<file path="config.mk">
export PLATFORM = sky130hd
export DESIGN_NAME = accel_mem_port
export DESIGN_NICKNAME = d
export VERILOG_FILES = /design/src/rtl/accel_mem_port.sv
export SDC_FILE = /design/constraint.sdc
export NUM_CORES = 1
export LEC_CHECK = 0
export BUFFER_PORTS_ARGS = -buffer_cell sky130_fd_sc_hd__buf_2
export CAP_MARGIN = 0
export CORE_AREA = 2 2 451 453
export DETAILED_ROUTE_END_ITERATION = 12
export DIE_AREA = 0 0 453 455
export GPL_TIMING_DRIVEN = 0
export SYNTH_ARGS = -nofsm -noshare
export SYNTH_HDL_FRONTEND = slang
export SYNTH_SLANG_ARGS = --single-unit
</file>
<file path="constraint.sdc">
create_clock -name clk -period 5.46 [get_ports clk]
set_input_delay 0.819 -clock clk [delete_from_list [all_inputs] [get_ports clk]]
set_output_delay 0.819 -clock clk [all_outputs]
set_load 0.1 [all_outputs]
</file>
<file path="src/rtl/accel_mem_port.sv">
// Accelerator-to-CPU memory port bridge: write FIFO, one outstanding read, single-port arbiter.
// Build option ACCEL_PORT_RD_PRIORITY_EN: a pending read wins IDLE arbitration unless the hazard rule forces a write.
module accel_mem_port #(
  parameter int unsigned ADDR_WIDTH    = 16,
  parameter int unsigned DATA_WIDTH    = 32,
  parameter int unsigned CL_WIDTH      = 512,
  parameter int unsigned WR_FIFO_DEPTH = 4,
  parameter int unsigned TIMEOUT_CYC   = 255
) (
  input  logic                  clk,
  input  logic                  rst_n,
  input  logic                  acc_wr_req,
  input  logic [ADDR_WIDTH-1:0] acc_wr_addr,
  input  logic [DATA_WIDTH-1:0] acc_wr_data,
  output logic                  acc_wr_full,
  output logic                  acc_wr_done,
  input  logic                  acc_rd_req,
  input  logic [ADDR_WIDTH-1:0] acc_rd_addr,
  output logic                  acc_rd_busy,
  output logic                  acc_rd_valid,
  output logic [CL_WIDTH-1:0]   acc_rd_data,
  output logic [ADDR_WIDTH-1:0] mem_addr,
  output logic [DATA_WIDTH-1:0] mem_wrt_data,
  output logic                  mem_wrt_en,
  output logic                  mem_rd_en,
  input  logic                  mem_wrt_ack,
  input  logic                  mem_rd_ack,
  input  logic [CL_WIDTH-1:0]   mem_rd_data,
  output logic [1:0]            err
);
  localparam int unsigned PW = $clog2(WR_FIFO_DEPTH);

  typedef enum logic [1:0] {IDLE, WR, RD} state_t;
  state_t state;

  logic [ADDR_WIDTH-1:0] fifo_addr [WR_FIFO_DEPTH];
  logic [DATA_WIDTH-1:0] fifo_data [WR_FIFO_DEPTH];
  logic [PW-1:0]         wr_ptr, rd_ptr;
  logic [PW:0]           count;
  logic [ADDR_WIDTH-1:0] rd_addr;
  logic [7:0]            tcnt;
  logic                  push, pop, rd_fin, tmo, hazard, wr_pend, pick_wr;

  assign acc_wr_full = (count == (PW+1)'(WR_FIFO_DEPTH));
  assign push        = acc_wr_req & ~acc_wr_full;
  assign wr_pend     = (count != '0);
  assign tmo         = (tcnt == 8'(TIMEOUT_CYC - 1));
  assign pop         = (state == WR) && (mem_wrt_ack || tmo);
  assign rd_fin      = (state == RD) && (mem_rd_ack || tmo);

  // Read-after-write hazard: the pending read address matches any occupied FIFO slot.
  always_comb begin
    logic [PW-1:0] idx;
    logic [PW-1:0] off;
    hazard = 1'b0;
    idx    = '0;
    off    = '0;
    for (int unsigned i = 0; i < WR_FIFO_DEPTH; i++) begin
      idx = PW'(i);
      off = idx - rd_ptr;
      if (({1'b0, off} < count) && (fifo_addr[idx] == rd_addr)) hazard = 1'b1;
    end
    hazard = hazard & acc_rd_busy;
  end

`ifdef ACCEL_PORT_RD_PRIORITY_EN
  assign pick_wr = wr_pend && (!acc_rd_busy || hazard);
`else
  logic rr_last_rd;
  assign pick_wr = wr_pend && (!acc_rd_busy || hazard || rr_last_rd);
`endif

  always_ff @(posedge clk) begin
    if (push) begin
      fifo_addr[wr_ptr] <= acc_wr_addr;
      fifo_data[wr_ptr] <= acc_wr_data;
    end
  end

  always_ff @(posedge clk or negedge rst_n) begin
    if (!rst_n) begin
      wr_ptr <= '0;
      rd_ptr <= '0;
      count  <= '0;
    end else begin
      if (push) wr_ptr <= wr_ptr + 1'b1;
      if (pop)  rd_ptr <= rd_ptr + 1'b1;
      case ({push, pop})
        2'b10:   count <= count + 1'b1;
        2'b01:   count <= count - 1'b1;
        default: ;
      endcase
    end
  end

  // Completion (or timeout) has priority, so a new read is only taken once busy has dropped.
  always_ff @(posedge clk or negedge rst_n) begin
    if (!rst_n) begin
      acc_rd_busy <= 1'b0;
      rd_addr     <= '0;
    end else if (rd_fin) begin
      acc_rd_busy <= 1'b0;
    end else if (acc_rd_req && !acc_rd_busy) begin
      acc_rd_busy <= 1'b1;
      rd_addr     <= acc_rd_addr;
    end
  end

  always_ff @(posedge clk or negedge rst_n) begin
    if (!rst_n) begin
      state        <= IDLE;
      mem_addr     <= '0;
      mem_wrt_data <= '0;
      mem_wrt_en   <= 1'b0;
      mem_rd_en    <= 1'b0;
      acc_wr_done  <= 1'b0;
      acc_rd_valid <= 1'b0;
      acc_rd_data  <= '0;
      tcnt         <= '0;
      err          <= '0;
`ifndef ACCEL_PORT_RD_PRIORITY_EN
      rr_last_rd   <= 1'b1;
`endif
    end else begin
      acc_wr_done  <= 1'b0;
      acc_rd_valid <= 1'b0;
      if (acc_wr_req && acc_wr_full) err[0] <= 1'b1;
      case (state)
        IDLE: begin
          tcnt <= '0;
          if (pick_wr) begin
            state        <= WR;
            mem_wrt_en   <= 1'b1;
            mem_addr     <= fifo_addr[rd_ptr];
            mem_wrt_data <= fifo_data[rd_ptr];
          end else if (acc_rd_busy) begin
            state     <= RD;
            mem_rd_en <= 1'b1;
            mem_addr  <= rd_addr;
          end
        end
        WR: begin
          if (mem_wrt_ack) begin
            state       <= IDLE;
            mem_wrt_en  <= 1'b0;
            acc_wr_done <= 1'b1;
            tcnt        <= '0;
`ifndef ACCEL_PORT_RD_PRIORITY_EN
            rr_last_rd  <= 1'b0;
`endif
          end else if (tmo) begin
            state      <= IDLE;
            mem_wrt_en <= 1'b0;
            err[1]     <= 1'b1;
            tcnt       <= '0;
          end else begin
            tcnt <= tcnt + 1'b1;
          end
        end
        RD: begin
          if (mem_rd_ack) begin
            state        <= IDLE;
            mem_rd_en    <= 1'b0;
            acc_rd_valid <= 1'b1;
            acc_rd_data  <= mem_rd_data;
            tcnt         <= '0;
`ifndef ACCEL_PORT_RD_PRIORITY_EN
            rr_last_rd   <= 1'b1;
`endif
          end else if (tmo) begin
            state     <= IDLE;
            mem_rd_en <= 1'b0;
            err[1]    <= 1'b1;
            tcnt      <= '0;
          end else begin
            tcnt <= tcnt + 1'b1;
          end
        end
        default: begin
          state      <= IDLE;
          mem_wrt_en <= 1'b0;
          mem_rd_en  <= 1'b0;
        end
      endcase
    end
  end
endmodule

</file>
==> impl_metrics.yaml, run 1 <==
global_route:
  overflow: 0
  grt_max_degree: 115
  grt_pass1_wl_um: 201000
  antenna_found_initial: 137
  grt_usage: 0.147
  grt_pass1_vias: 21400
logic_synthesis:
  synth-edff-count: 192
  synth_nets: 2403
  ys_types: 48
  synthCells: 1805
  yosysSeqAreaShare: 0.679
  yosysTopAreaCell: "dfrtp_1"
  syn_avg_cell_area_um2: 17.0
  synthesis.area_um2: 30600
  synthArstFlopShare: 0.758
  synth-seq-cells: 793
  yosys.area.top_type_share: 0.490
  synth_area_leaders: "dfrtp_1 49%, mux2_2 19%, edfxtp_1 19%"
  yosys_most_used_dff: "dfrtp_1"
  yosysWarnings: 0
clocking:
  postCtsSetupBuffers: 0
  clock_sinks: 793
  cts-htree-levels: 3
  insertion_delay_ns: 0.77
  clockBufferDepth: 3
  cts_tree: "built"
  clk_pin_slew_worst_paths_ns: 0.06
  cts_inserted_buffers: 93
  ctsResizeCount: 0
  clockRootBuffer: "clkbuf_16"
timing:
  finalCriticalPeriod_ns: 4.53
  final-setup-viol-count: 0
  fmax_mhz: 221
  skew_ns: 0.0750
  tightest_slew_ns: 1.31
  period_share: 0.830
  grt_setup_unrepaired: "no"
  max_slew_margin: 0.123
  slew_violations: 0
  hold_violations: 0
status:
  outcome: "finished, final reports clean"
setup_path:
  crit_required_ns: 6.05
  crit_type: "reg -> reg"
  r2r_cells: 11
  critPathCapture: "mem_addr[11]$_DFFE_PN0P_"
  critPathLaunchType: "flop"
  cp.arrival_ns: 5.12
  cp-end-kind: "flop"
  worstReg2RegEnd: "mem_addr[11]$_DFFE_PN0P_"
  cp_max_fo: 10
  r2r_setup_slack_ns: 0.93
  r2r-start: "rd_ptr[1]$_DFFE_PN0P_"
  startpoint: "rd_ptr[1]$_DFFE_PN0P_"
finish:
  syn2layout_area_growth_pct: 42.3
  multi_input_area_um2: 9290
  fin_cells: 5869
  layout.nets: 3660
  drive_gt1_frac: 0.618
  stdcell_area_um2: 43600
  seqCellArea_um2: 20800
  utilization: 0.217
  nFillCells: 21600
  layout_common_cells: "1167 x buf_2, 600 x dfrtp_1, 515 x mux2_2"
  final_common_cell: "buf_2"
drt:
  vias_per_cell: 3.66
  vias: 21500
  wl_per_cell_um: 27.0
  drtIter0Drc: 1315
  drt-pass1-iter-count: 4
  drtAntennaViolNets: 0
  wirelength_um: 159000
  remaining_drc_errors: 0
place:
  dp_cells: 5638
  port_buffers: 1149
  post-dp-hpwl_um: 134000
  placed_cell_area_um2: 40100
  gp_congestion: 0.944
floorplan:
  die_area_um2: 206000
  dieWidth_um: 453
  die_h_um: 455
  core_um2: 201000
  start_util: 0.152
  ios: 1150
  num_rows: 165
job:
  cap_viol_max_count: 0
min_path:
  min_path_type: "in -> reg"
[flip-flops by register name, indices dropped and copies added (netlist names), 2 cells and up]
signal        flops
mem_addr         16
fifo_data       128
mem_wrt_data     32
state             2
rd_ptr            2
err               2
rd_addr          16
fifo_addr        64
tcnt              8
count             3
acc_rd_data     512
wr_ptr            2
[what timing repair did]
action,in CTS,in global routing
endpoints found under the hold margin,28,0
setup endpoints to repair,0,0
hold buffers,1,0
[synth_stat cells (3+ instances only)]
master    number
nor2b_1        4
buf_6          4
nand2b_1       3
buf_1          5
a21oi_1        7
edfxtp_1     192
dfrtp_1      600
mux4_2        48
nand2_1       60
o21ai_0       28
nor4_1        11
clkbuf_1      74
o221ai_1      16
xor2_1        52
inv_1         31
mux2_2       515
mux2_4        29
nand4_1        8
o31ai_1        3
buf_2         19
o211ai_1       3
nor2_1        14
and2_1         9
ha_1          15
xnor2_1       22
nand3_1        5
nor3_1         3
[area by class of cell]
type / count / area share
Inverter: 31 / 0.00267
Tap cell: 2672 / 0.0767
Buffer: 102 / 0.0101
Multi-Input combinational cell: 879 / 0.213
Sequential cell: 793 / 0.477
Clock buffer: 133 / 0.0619
Clock inverter: 41 / 0.0153
Timing Repair Buffer: 1162 / 0.140
Antenna cell: 56 / 0.00321
[worst min path at each step]
stage                                    start                          to  cells past startpoint
after CTS                      acc_wr_addr[13]  fifo_addr[0][13]$_DFFE_PP_                      1
after global placement      err[0]$_DFFE_PN0P_          err[0]$_DFFE_PN0P_                      1
after floorplan           count[1]$_DFFE_PN0P_        count[1]$_DFFE_PN0P_                      2
final                           acc_rd_addr[3]      rd_addr[3]$_DFFE_PN0P_                      3
after detailed placement    err[0]$_DFFE_PN0P_          err[0]$_DFFE_PN0P_                      1
after global routing           acc_wr_addr[13]  fifo_addr[0][13]$_DFFE_PP_                      1
[cell families after synthesis]
kind of cell / synth area share
buffers and inverters: 0.0180
XOR/XNOR: 0.0212
AO/OA/AOI/OAI: 0.0161
multiplexers: 0.239
AND/OR/NAND/NOR: 0.0198
flip-flops: 0.679
adder cells (fa/ha/maj): 0.00678
[worst max-delay path, cell delays in order, from the launching register on]
cell      delay (ns)
dfrtp_1         0.35
clkbuf_1        0.52
buf_1           0.79
inv_1           0.14
ha_1            0.35
a21oi_1         0.12
nor2_1          0.06
o211ai_1        0.25
o311ai_4        0.18
nor3_1          1.03
buf_2           0.41
o221ai_1        0.14
[metrics by stage]
stage               worst slack (ns)  hold slack, ns  TNS (ns)
floorplan                       2.35           0.487         0
global placement               -9.96           0.438  -5928.48
detailed placement             0.789           0.443         0
CTS                            0.741           0.171         0
global route                   0.661           0.198         0
finish                         0.930           0.265         0
[layer usage]
metal	vias up	global-route usage	part of all wire
met3	393	0.0604	0.089
met4	90	0.0672	0.052
met5	-	0	0.0036
met2	942	0.260	0.51
li1	9129	-	-
met1	10900	0.150	0.35
Power of run 1 is not shown: default switching activity piles up to over one toggle a cycle in this logic, so the estimate is an artifact.
==> inputs of run 2 (changes only) <==
--- a/config.mk
+++ b/config.mk
@@ -7,9 +7,9 @@
 export LEC_CHECK = 0
 export BUFFER_PORTS_ARGS = -buffer_cell sky130_fd_sc_hd__buf_2
 export CAP_MARGIN = 0
-export CORE_AREA = 2 2 451 453
+export CORE_AREA = 2 2 448 450
 export DETAILED_ROUTE_END_ITERATION = 12
-export DIE_AREA = 0 0 453 455
+export DIE_AREA = 0 0 450 452
 export GPL_TIMING_DRIVEN = 0
 export SYNTH_ARGS = -nofsm -noshare
 export SYNTH_HDL_FRONTEND = slang
==> constraint.sdc (replaced) <==
create_clock -name clk -period 4.1 [get_ports clk]
set_input_delay 0.615 -clock clk [delete_from_list [all_inputs] [get_ports clk]]
set_output_delay 0.615 -clock clk [all_outputs]
set_load 0.1 [all_outputs]
==> impl_metrics.yaml, run 2 (synthesis gave the netlist of run 1 again) <==
status:
  outcome: "finished, final reports clean"
timing:
  finalCriticalPeriod_ns: 3.75
  skew_ns: 0.0642
  fmax_mhz: 267
  slew_violations: 0
  period_share: 0.913
  hold_violations: 0
  tightest_slew_ns: 1.08
  max_slew_margin: 0.279
  grt_setup_unrepaired: "no"
  final-setup-viol-count: 0
setup_path:
  critPathLaunchType: "flop"
  cp-end-kind: "flop"
  cp_max_fo: 10
  cp.arrival_ns: 4.35
  startpoint: "rd_ptr[0]$_DFFE_PN0P_"
  r2r_cells: 11
  crit_type: "reg -> reg"
  r2r-start: "rd_ptr[0]$_DFFE_PN0P_"
  crit_required_ns: 4.70
finish:
  regMostFlops: "acc_rd_data"
  layout_common_cells: "1167 x buf_2, 600 x dfrtp_1, 515 x mux2_2"
  layout.nets: 3742
  syn2layout_area_growth_pct: 45.8
  utilization: 0.225
  reg.largest.list: "acc_rd_data: 512 flops, fifo_data: 128 flops, fifo_addr: 64 flops"
  drive_gt1_frac: 0.609
  fin_cells: 5923
  final_common_cell: "buf_2"
  largest_reg_flops: 512
floorplan:
  start_util: 0.154
  core_um2: 199000
  num_rows: 164
  die_area_um2: 203000
  ios: 1150
  dieWidth_um: 450
  die_h_um: 452
global_route:
  grt_pass1_wl_um: 211000
  grt_max_degree: 113
  overflow: 0
  grt_usage: 0.155
  antenna_found_initial: 103
  grt_pass1_vias: 22100
clocking:
  cts_inserted_buffers: 100
  postCtsSetupBuffers: 0
  clk_pin_slew_worst_paths_ns: 0.07
  cts-htree-levels: 3
  cts_tree: "built"
  clockRootBuffer: "clkbuf_16"
  clock_sinks: 793
  insertion_delay_ns: 0.75
  clockBufferDepth: 3
drt:
  wl_per_cell_um: 27.5
  wl_met1_um: 61000
  drtAntennaViolNets: 0
  wl_met3_um: 10900
  drtIter0Drc: 1256
  drt-pass1-iter-count: 5
  wirelength_um: 163000
  top_layer: "met5"
  met2_length_um: 85400
  vias_per_cell: 3.65
  remaining_drc_errors: 0
  vias: 21600
min_path:
  min_path_type: "in -> reg"
  hold_depth: 1
  min_from: "acc_wr_data[30]"
place:
  dp_cells: 5623
  gp_congestion: 0.935
  post-dp-hpwl_um: 137000
  port_buffers: 1149
job:
  cap_viol_max_count: 0
run 2: per-stage QoR:
step | setup TNS, ns | hold slack, ns | worst slack [ns] | cell area [um2]
floorplan | 0 | 0.319 | 0.992 | 30600
global placement | -7114.90 | 0.437 | -11.64 | 39700
detailed placement | -6.12 | 0.457 | -0.469 | 40100
CTS | 0 | 0.0000923 | 0.138 | 44600
global route | 0 | 0.0222 | 0.0197 | 44600
finish | 0 | 0.0970 | 0.355 | 44700
run 2: path summary, 6_finish.rpt:
check	endpoint	slack, ns
max reg2reg	mem_wrt_data[17]$_DFFE_PN0P_	0.35
min reg2reg	err[0]$_DFFE_PN0P_	0.46
max in group asynchronous	acc_rd_data[89]$_DFFE_PN0P_	2.05
min in group asynchronous	mem_wrt_data[9]$_DFFE_PN0P_	0.39
min	fifo_data[1][30]$_DFFE_PP_	0.1
max	mem_wrt_data[17]$_DFFE_PN0P_	0.35
run 2: cell type report:
| class | instances | area (um2) |
|---|---|---|
| repair buffers | 1237 | 6860 |
| clock buffers | 134 | 2850 |
| flip-flops and latches | 793 | 20800 |
| well taps | 2656 | 3320 |
| inverters | 31 | 116 |
| plain buffers | 102 | 447 |
| multi-input cells | 879 | 9300 |
| fillers | 21300 | 154000 |
| clock inverters | 54 | 868 |
| diodes | 37 | 92.6 |
run 2: critical path, stage by stage (launching register included):
cell,delay (ns)
dfrtp_1,0.32
buf_2,0.27
buf_1,0.81
xnor2_1,0.23
inv_1,0.07
ha_1,0.27
a21oi_1,0.05
nor2_1,0.09
o22ai_1,0.21
o31ai_4,0.63
buf_6,0.30
mux2_4,0.31
run 2: repair_timing:
| item | CTS | global route |
|---|---|---|
| endpoints found under the setup margin | 36 | 0 |
| hold endpoints to repair | 180 | 0 |
| resized for setup | 3 | 0 |
| hold buffers | 75 | 0 |
run 2: metal layers:
metal	vias up	global-route usage
li1	9295	-
met1	11100	0.174
met2	885	0.282
met3	306	0.0453
met4	38	0.0479
met5	-	0
Power of run 2 is left out for the same reason.
==> inputs of run 3 (changes only) <==
==> constraint.sdc (replaced) <==
create_clock -name clk -period 3.05 [get_ports clk]
set_input_delay 0.4575 -clock clk [delete_from_list [all_inputs] [get_ports clk]]
set_output_delay 0.4575 -clock clk [all_outputs]
set_load 0.1 [all_outputs]
==> impl_metrics.yaml, run 3 (synthesis gave the netlist of run 1 again) <==
job:
  cap_viol_max_count: 0
global_route:
  grt_pass1_vias: 25000
  grt_pass1_wl_um: 223000
  grt_max_degree: 111
  antenna_found_initial: 108
  overflow: 0
  grt_usage: 0.162
setup_path:
  crit_type: "reg -> reg"
  cp.arrival_ns: 3.48
  r2r_setup_slack_ns: 0.15
  r2r-start: "rd_ptr[0]$_DFFE_PN0P_"
  crit_required_ns: 3.63
  cp_max_fo: 10
  r2r_cells: 12
  critPathLaunchType: "flop"
  cp-end-kind: "flop"
  worstReg2RegEnd: "mem_wrt_data[11]$_DFFE_PN0P_"
finish:
  syn2layout_area_growth_pct: 60.3
  seqCellArea_um2: 20800
  utilization: 0.247
  stdcell_area_um2: 49100
  regMostFlops: "acc_rd_data"
  final_common_cell: "buf_2"
  multi_input_area_um2: 9330
  nFillCells: 20900
  largest_reg_flops: 512
  reg.largest.list: "acc_rd_data: 512 flops, fifo_data: 128 flops, fifo_addr: 64 flops"
  drive_gt1_frac: 0.533
  layout.nets: 4219
  layout_common_cells: "1166 x buf_2, 600 x dfrtp_1, 558 x dlygate4sd3_1"
min_path:
  min_from: "mem_rd_data[387]"
  hold_path_end: "acc_rd_data[387]$_DFFE_PN0P_"
  min_path_type: "in -> reg"
  hold_depth: 2
timing:
  fin_hold_ws_ns: 0.0565
  finalCriticalPeriod_ns: 2.90
  max_slew_margin: 0.210
  grt_setup_unrepaired: "no"
  slew_violations: 0
  final-setup-viol-count: 0
  hold_violations: 0
  tightest_slew_ns: 1.18
  skew_ns: 0.0534
  period_share: 0.952
  finalSetupTns_ns: 0
  fmax_mhz: 344
clocking:
  clockBufferDepth: 3
  clockRootBuffer: "clkbuf_16"
  clock_sinks: 793
  insertion_delay_ns: 0.75
  cts_inserted_buffers: 95
  clk_pin_slew_worst_paths_ns: 0.06
  cts-htree-levels: 3
  cts_tree: "built"
drt:
  drtAntennaViolNets: 0
  met2_length_um: 89400
  wl_met3_um: 11000
  drt-pass1-iter-count: 5
  remaining_drc_errors: 0
  wl_met1_um: 61400
  wirelength_um: 170000
  top_layer: "met5"
  drtIter0Drc: 1520
  vias_per_cell: 3.71
  wl_per_cell_um: 26.5
  vias: 23800
floorplan:
  start_util: 0.154
  ios: 1150
  dieWidth_um: 450
  num_rows: 164
  die_h_um: 452
  core_um2: 199000
  die_area_um2: 203000
place:
  post-dp-hpwl_um: 139000
  port_buffers: 1149
  gp_congestion: 0.962
  placed_cell_area_um2: 40000
status:
  outcome: "finished, final reports clean"
[run 3: cell types whose count changed in the layout (fill, tap and decap cells not counted), sizes merged]
| cell | previous run | this run |
|---|---|---|
| diode | 37 | 42 |
| clkdlybuf4s15 | 1 | 0 |
| dlygate4sd3 | 75 | 558 |
| inv | 43 | 36 |
| clkbuf | 208 | 206 |
| buf | 1189 | 1188 |
| clkinvlp | 6 | 8 |
| bufinv | 15 | 7 |
| clkinv | 21 | 29 |
[run 3: worst max path at each step]
stage | start | end | slack, ns | cells after the start
2_1_floorplan | rd_ptr[0]$_DFFE_PN0P_ | mem_wrt_data[0]$_DFFE_PN0P_ | 0.25 | 11
3_3_place_gp | rst_n | acc_rd_data[468]$_DFFE_PN0P_ | -12.31 | 1
3_5_place_dp | rd_ptr[1]$_DFFE_PN0P_ | mem_addr[11]$_DFFE_PN0P_ | -1.54 | 11
4_1_cts | count[2]$_DFFE_PN0P_ | acc_wr_full | 0.005 | 3
5_1_grt | rd_ptr[0]$_DFFE_PN0P_ | mem_wrt_data[10]$_DFFE_PN0P_ | 0.002 | 12
6_report | rd_ptr[0]$_DFFE_PN0P_ | mem_wrt_data[11]$_DFFE_PN0P_ | 0.15 | 12
[run 3: cell type report]
type | count | area share
clock inverters | 49 | 0.0120
diodes | 42 | 0.00214
plain buffers | 101 | 0.00996
well taps | 2656 | 0.0677
inverters | 31 | 0.00237
flip-flops and latches | 793 | 0.424
clock buffers | 131 | 0.0548
repair buffers | 1720 | 0.238
multi-input cells | 879 | 0.190
[run 3: what timing repair did]
action                                  4_1_cts  5_1_grt
setup buffers                                 2        0
pin swaps                                     1        2
gates resized for setup                      37       15
gates cloned                                  0        0
endpoints found under the hold margin       744        0
endpoints found under the setup margin      285      122
hold buffers                                558        0
[run 3: per-stage QoR]
stage | setup WS [ns] | instances
2_1_floorplan | 0.248 | 1805
3_3_place_gp | -12.31 | 5610
3_5_place_dp | -1.54 | 5621
4_1_cts | 0.00514 | 6361
5_1_grt | 0.00198 | 6387
6_report | 0.147 | 6402
[run 3: metal layers]
| metal | global-route usage | up-vias |
|---|---|---|
| li1 | - | 10200 |
| met1 | 0.174 | 12100 |
| met2 | 0.297 | 1017 |
| met3 | 0.0425 | 347 |
| met4 | 0.0693 | 58 |
| met5 | 0 | - |
[run 3: worst max-delay path: stages (launching register included)]
cell	delay, ns
dfrtp_1	0.35
clkbuf_4	0.22
buf_6	0.21
xnor2_1	0.24
inv_1	0.07
ha_1	0.27
a21oi_1	0.06
nor2_1	0.11
o22ai_2	0.17
o31ai_4	0.32
buf_12	0.17
buf_6	0.21
mux2_4	0.31
Power of run 3 is left out for the same reason.
